==> config.mk <==
export PLATFORM = sky130hd
export DESIGN_NAME = shifter_operand_fetch
export DESIGN_NICKNAME = d
export VERILOG_FILES = /design/src/rtl/cpu_shift_pkg.sv /design/src/rtl/op2_field_decode.sv /design/src/rtl/shifter_operand_fetch.sv
export SDC_FILE = /design/constraint.sdc
export NUM_CORES = 1
export LEC_CHECK = 0
export ABC_AREA = 1
export ABC_CLOCK_PERIOD_IN_PS = 1940
export CAP_MARGIN = 25
export CORE_ASPECT_RATIO = 2
export CORE_MARGIN = 5
export CORE_UTILIZATION = 42
export DETAILED_ROUTE_END_ITERATION = 16
export PLACE_DENSITY = 0.83
export SLEW_MARGIN = 20
export SYNTH_ARGS = -nofsm -noshare
export SYNTH_HDL_FRONTEND = slang
export SYNTH_SLANG_ARGS = --single-unit
==> constraint.sdc <==
create_clock -name clk -period 1.94 [get_ports clk]
set_input_delay 0.388 -clock clk [delete_from_list [all_inputs] [get_ports clk]]
set_output_delay 0.388 -clock clk [all_outputs]
set_load 0.05 [all_outputs]
==> src/rtl/cpu_shift_pkg.sv <==
// Shared definitions for the shifter operand-fetch path:
// shift op codes, fetch FSM states and operand-2 field positions.
package cpu_shift_pkg;

  localparam logic [1:0] SHIFT_LSL = 2'd0;
  localparam logic [1:0] SHIFT_LSR = 2'd1;
  localparam logic [1:0] SHIFT_ASR = 2'd2;
  localparam logic [1:0] SHIFT_ROR = 2'd3;

  typedef enum logic [1:0] {
    IDLE    = 2'd0,
    READ_RM = 2'd1,
    READ_RS = 2'd2,
    OUT     = 2'd3
  } state_t;

  localparam int I_BIT        = 25;
  localparam int REGSHIFT_BIT = 4;
  localparam int IMM8_LSB     = 0;
  localparam int ROT_LSB      = 8;
  localparam int RM_LSB       = 0;
  localparam int RS_LSB       = 8;
  localparam int OP_LSB       = 5;
  localparam int IMM5_LSB     = 7;

endpackage

==> src/rtl/op2_field_decode.sv <==
// Combinational split of a data-processing instruction
// into its operand-2 fields.
module op2_field_decode
  import cpu_shift_pkg::*;
(
  input  logic [31:0] instr,
  output logic        imm,
  output logic        regshift,
  output logic [3:0]  rm,
  output logic [3:0]  rs,
  output logic [1:0]  op,
  output logic [4:0]  imm5,
  output logic [7:0]  imm8,
  output logic [3:0]  rot
);

  logic unused_bits;

  assign imm      = instr[I_BIT];
  assign regshift = !instr[I_BIT] && instr[REGSHIFT_BIT];
  assign rm       = instr[RM_LSB +: 4];
  assign rs       = instr[RS_LSB +: 4];
  assign op       = instr[OP_LSB +: 2];
  assign imm5     = instr[IMM5_LSB +: 5];
  assign imm8     = instr[IMM8_LSB +: 8];
  assign rot      = instr[ROT_LSB +: 4];

  assign unused_bits = ^{instr[31:26], instr[24:12]};

endmodule

==> src/rtl/shifter_operand_fetch.sv <==
// Operand-2 fetch in front of the barrel shifter: reads Rm/Rs
// over one RF port and hands a registered shift bundle downstream.
module shifter_operand_fetch
  import cpu_shift_pkg::*;
#(
  parameter int DATA_WIDTH = 32,
  parameter int ADDR_WIDTH = 5,
  parameter int REG_AW     = 4
) (
  input  logic                  clk,
  input  logic                  rst,
  input  logic                  in_valid,
  output logic                  in_ready,
  input  logic [31:0]           instr,
  input  logic                  carry_flag,
  output logic [REG_AW-1:0]     rf_addr,
  input  logic [DATA_WIDTH-1:0] rf_data,
  output logic                  out_valid,
  input  logic                  out_ready,
  output logic [DATA_WIDTH-1:0] shift_in,
  output logic [ADDR_WIDTH-1:0] shift_amount,
  output logic [1:0]            shift_op,
  output logic                  shift_carry_in,
  output logic                  rs_zero,
  output logic                  rs_ge32
);

  state_t state, state_nx;

  logic       d_imm;
  logic       d_regshift;
  logic [3:0] d_rm;
  logic [3:0] d_rs;
  logic [1:0] d_op;
  logic [4:0] d_imm5;
  logic [7:0] d_imm8;
  logic [3:0] d_rot;

  logic [REG_AW-1:0] cap_rm;
  logic [REG_AW-1:0] cap_rs;
  logic [1:0]        cap_op;
  logic [4:0]        cap_imm5;
  logic              cap_regshift;

  op2_field_decode u_dec (
    .instr    (instr),
    .imm      (d_imm),
    .regshift (d_regshift),
    .rm       (d_rm),
    .rs       (d_rs),
    .op       (d_op),
    .imm5     (d_imm5),
    .imm8     (d_imm8),
    .rot      (d_rot)
  );

  always_comb begin
    state_nx  = state;
    in_ready  = 1'b0;
    out_valid = 1'b0;
    rf_addr   = '0;
    unique case (state)
      IDLE: begin
        in_ready = 1'b1;
        if (in_valid)
          state_nx = d_imm ? OUT : READ_RM;
      end
      READ_RM: begin
        rf_addr  = cap_rm;
        state_nx = cap_regshift ? READ_RS : OUT;
      end
      READ_RS: begin
        rf_addr  = cap_rs;
        state_nx = OUT;
      end
      OUT: begin
        out_valid = 1'b1;
        if (out_ready)
          state_nx = IDLE;
      end
    endcase
  end

  always_ff @(posedge clk) begin
    if (rst)
      state <= IDLE;
    else
      state <= state_nx;
  end

  always_ff @(posedge clk) begin
    if (rst) begin
      cap_rm         <= '0;
      cap_rs         <= '0;
      cap_op         <= '0;
      cap_imm5       <= '0;
      cap_regshift   <= 1'b0;
      shift_in       <= '0;
      shift_amount   <= '0;
      shift_op       <= '0;
      shift_carry_in <= 1'b0;
      rs_zero        <= 1'b0;
      rs_ge32        <= 1'b0;
    end else begin
      unique case (state)
        IDLE: begin
          if (in_valid) begin
            cap_rm         <= REG_AW'(d_rm);
            cap_rs         <= REG_AW'(d_rs);
            cap_op         <= d_op;
            cap_imm5       <= d_imm5;
            cap_regshift   <= d_regshift;
            shift_carry_in <= carry_flag;
            rs_zero        <= 1'b0;
            rs_ge32        <= 1'b0;
            if (d_imm) begin
              shift_in     <= DATA_WIDTH'(d_imm8);
              shift_op     <= SHIFT_ROR;
              shift_amount <= ADDR_WIDTH'({d_rot, 1'b0});
            end
          end
        end
        READ_RM: begin
          shift_in <= rf_data;
          shift_op <= cap_op;
          if (!cap_regshift)
            shift_amount <= ADDR_WIDTH'(cap_imm5);
        end
        READ_RS: begin
          // Only Rs[7:0] matters; out-of-range distances are flagged
          shift_amount <= rf_data[ADDR_WIDTH-1:0];
          rs_zero      <= (rf_data[7:0] == 8'd0);
          rs_ge32      <= (rf_data[7:5] != 3'd0);
        end
        OUT: ;
      endcase
    end
  end

endmodule

==> run_results.csv <==
group,metric,value,unit
critical_path,crit_type,"register to primary output",
critical_path,worst-r2r-cell-count,9,
floorplan,initial_core_util,42.7,%
critical_path,crit_cells,5,
final_layout,layout_commonest_cell,"nand2_1",
global_routing,grt_max_degree,59,
final_layout,ff_latch_area,1120,sq um
critical_path,crit_family,"flip-flops",
clock_tree,path_clk_slew,0.07,ns
floorplan,ios,117,
timing,hold_slack,0.488,ns
floorplan,fp.dieH,123,um
route,wl,7790,um
critical_path,slowest_delay,0.40,ns
final_layout,multi_input_area,1340,sq um
timing,relSlewSlack,63.4,%
power_and_ir_drop,p_leak,1.82,nW
power_and_ir_drop,p_total,7.84,mW
placed_design,pre_cts_ws,0.0646,ns
logic_synthesis,ys_seq_area_share,42.0,%
timing,slew_viol_final,0,
clock_tree,cts_buffers,5,
final_layout,area_growth,53.7,%
critical_path,critPathRequiredTime,1.55,ns
floorplan,rows,41,
placed_design,dp_hpwl,5680,um
floorplan,die_x,66.4,um
route,first_pass_iters,5,
route,viasPerCell,4.73,
route,wl_per_cell,13.1,um
critical_path,slowest_stage,"dfxtp_4",
critical_path,crit_chain,"clkinvlp_4 -> ha_4 -> inv_8 -> a21oi_4 -> buf_12",
placed_design,portBuffers,97,
logic_synthesis,synth-seq-cells,56,
route,ant_nets,0,
min_path,min_from,"shift_amount[0]",
clock_tree,max-clock-path-buffers,2,
global_routing,grt_pass1_vias,2781,
final_layout,antenna_cells,0,
critical_path,cp-startpoint,"state[0]",
power_and_ir_drop,power_density,1910,nW/um^2
power_and_ir_drop,peakVddDrop,1.48,mV
logic_synthesis,avgSynthCellArea,6.58,sq um
final_layout,mostFrequentLayoutCells,"nand2_1 (121), clkdlybuf4s50_1 (86), nor2_1 (59), dfxtp_1 (55), a21oi_1 (46)",
timing,final.setup.tns,0,ns
critical_path,rrSetupSlack,0.33,ns
floorplan,fp.coreArea,6260,sq um
clock_tree,cts_max_level,2,
critical_path,cp_max_fo,6,
route,drt-initial-drc-count,162,
job,drv_cap,0,
placed_design,dp_cells,582,
timing,finalSetupViolCount,0,
outcome,status,"completed",
final_layout,stdcell_count,593,
timing,timing.final.crit_share,97.7,%
critical_path,critPathArrivalTime,1.51,ns
global_routing,track_usage,19.7,%
critical_path,endpoint,"rf_addr[3]",
logic_synthesis,syn_area,2670,sq um
clock_tree,cts_root_buffer,"clkbuf_16",
critical_path,end_kind,"primary output",
logic_synthesis,synthesis.nets,482,
final_layout,fin_util,65.6,%
clock_tree,cts_hold_buffers,0,
final_layout,fill_cells,536,
route,drc,0,
critical_path,rr_endpoint,"shift_in[3]",
floorplan,fp.dieArea,8150,sq um
logic_synthesis,synthCells,406,
critical_path,worstSetupStartpointType,"register",
route,vias,2803,
global_routing,grt-ovfl-total,0,
final_layout,nets,582,
min_path,hp-class,"register to register",
timing,worstMarginPinSlew,0.548,ns
timing,period_needed,1.90,ns
clock_tree,tritoncts,"built",
clock_tree,clock_latency,0.30,ns
global_routing,grt_pass1_wl,12400,um
critical_path,regToRegStartpoint,"state[0]",
timing,hold_viol,0,
logic_synthesis,ys_warn_count,0,
final_layout,final_cell_area,4100,sq um
logic_synthesis,yosys.cell_types.count,15,
timing,finalClockSkew,0.00590,ns
timing,max_freq,527,MHz
clock_tree,cts_sinks,56,
global_routing,antenna_found_initial,0,
timing,layout_setup_ws,0.0442,ns
placed_design,placed_cell_area,3810,sq um
placed_design,gp_congestion,0.918,
final_layout,drive_gt1_share,10.1,%
critical_path,cp_num_buf_inv,3,
[per-layer routing]
layer	global-route usage, %	up-vias	routed length [um]	part of all wire, %
met4	12.0	0	378	4.9
li1	-	1455	-	-
met1	20.7	1239	2880	37
met5	0	-	0	0
met2	36.0	84	4250	55
met3	2.56	25	283	3.6
[registers in the layout, summed over array words and instances, names as in the netlist]
| signal | cells |
|---|---|
| shift_in | 32 |
| shift_amount | 5 |
| cap_rm | 4 |
| cap_rs | 3 |
| cap_imm5 | 2 |
| cap_op | 2 |
| shift_op | 2 |
| state | 2 |
| cap_regshift | 1 |
| rs_ge32 | 1 |
| rs_zero | 1 |
| shift_carry_in | 1 |
[synthesized netlist by cell type]
master,count,share of area [%]
o21bai_1,4,1.1
buf_2,12,2.2
nand2_1,121,17
nand3_1,5,0.94
buf_6,3,1.3
clkinv_1,1,0.14
o21ai_0,30,5.6
clkbuf_1,7,0.98
or2_2,3,0.70
a21oi_1,50,9.4
ha_1,7,3.3
nor2_1,59,8.3
dfxtp_1,56,42
inv_1,46,6.5
o211ai_1,2,0.56
[power by group]
group          total [mW]  switching [mW]  internal (mW)
Combinational        4.93            3.16           1.77
Sequential           1.89           0.253           1.63
Clock                1.03           0.423          0.607
Total                7.84            3.83           4.01
[worst min-delay path: stages, from the launching register on]
cell and delay (ns):
dfxtp_1 0.31, nor2_1 0.09, nor2_1 0.05
[timing repair]
item / CTS / global route
pin swaps: 0 / 2
endpoints found under the setup margin: 4 / 4
gates resized for setup: 15 / 5
setup buffers: 0 / 3
hold endpoints to repair: 0 / 0
[final cells by class]
class | count | area share [%]
inverters | 47 | 4.57
clock buffers | 5 | 3.05
flip-flops and latches | 56 | 27.4
well taps | 86 | 2.62
repair buffers | 115 | 28.7
clock inverters | 3 | 1.04
multi-input cells | 281 | 32.6
[kinds of logic (layout without fill, tap and decap cells)]
group | after synthesis | after routing | synth area share (%)
AO/OA/AOI/OAI | 86 | 86 | 16.7
buffers and inverters | 69 | 170 | 11.1
adder cells (fa/ha/maj) | 7 | 7 | 3.28
AND/OR/NAND/NOR | 188 | 188 | 26.9
flip-flops | 56 | 56 | 42.0
[worst min path at each step]
stage               slack, ns  cells after the start              end
floorplan                0.46                      2     cap_regshift
global placement         0.46                      2      shift_in[6]
detailed placement       0.47                      2      shift_in[2]
CTS                      0.49                      2      shift_op[1]
global route             0.52                      2     cap_regshift
finish                   0.49                      2  shift_amount[0]
Power figures use the tool's default switching activity.
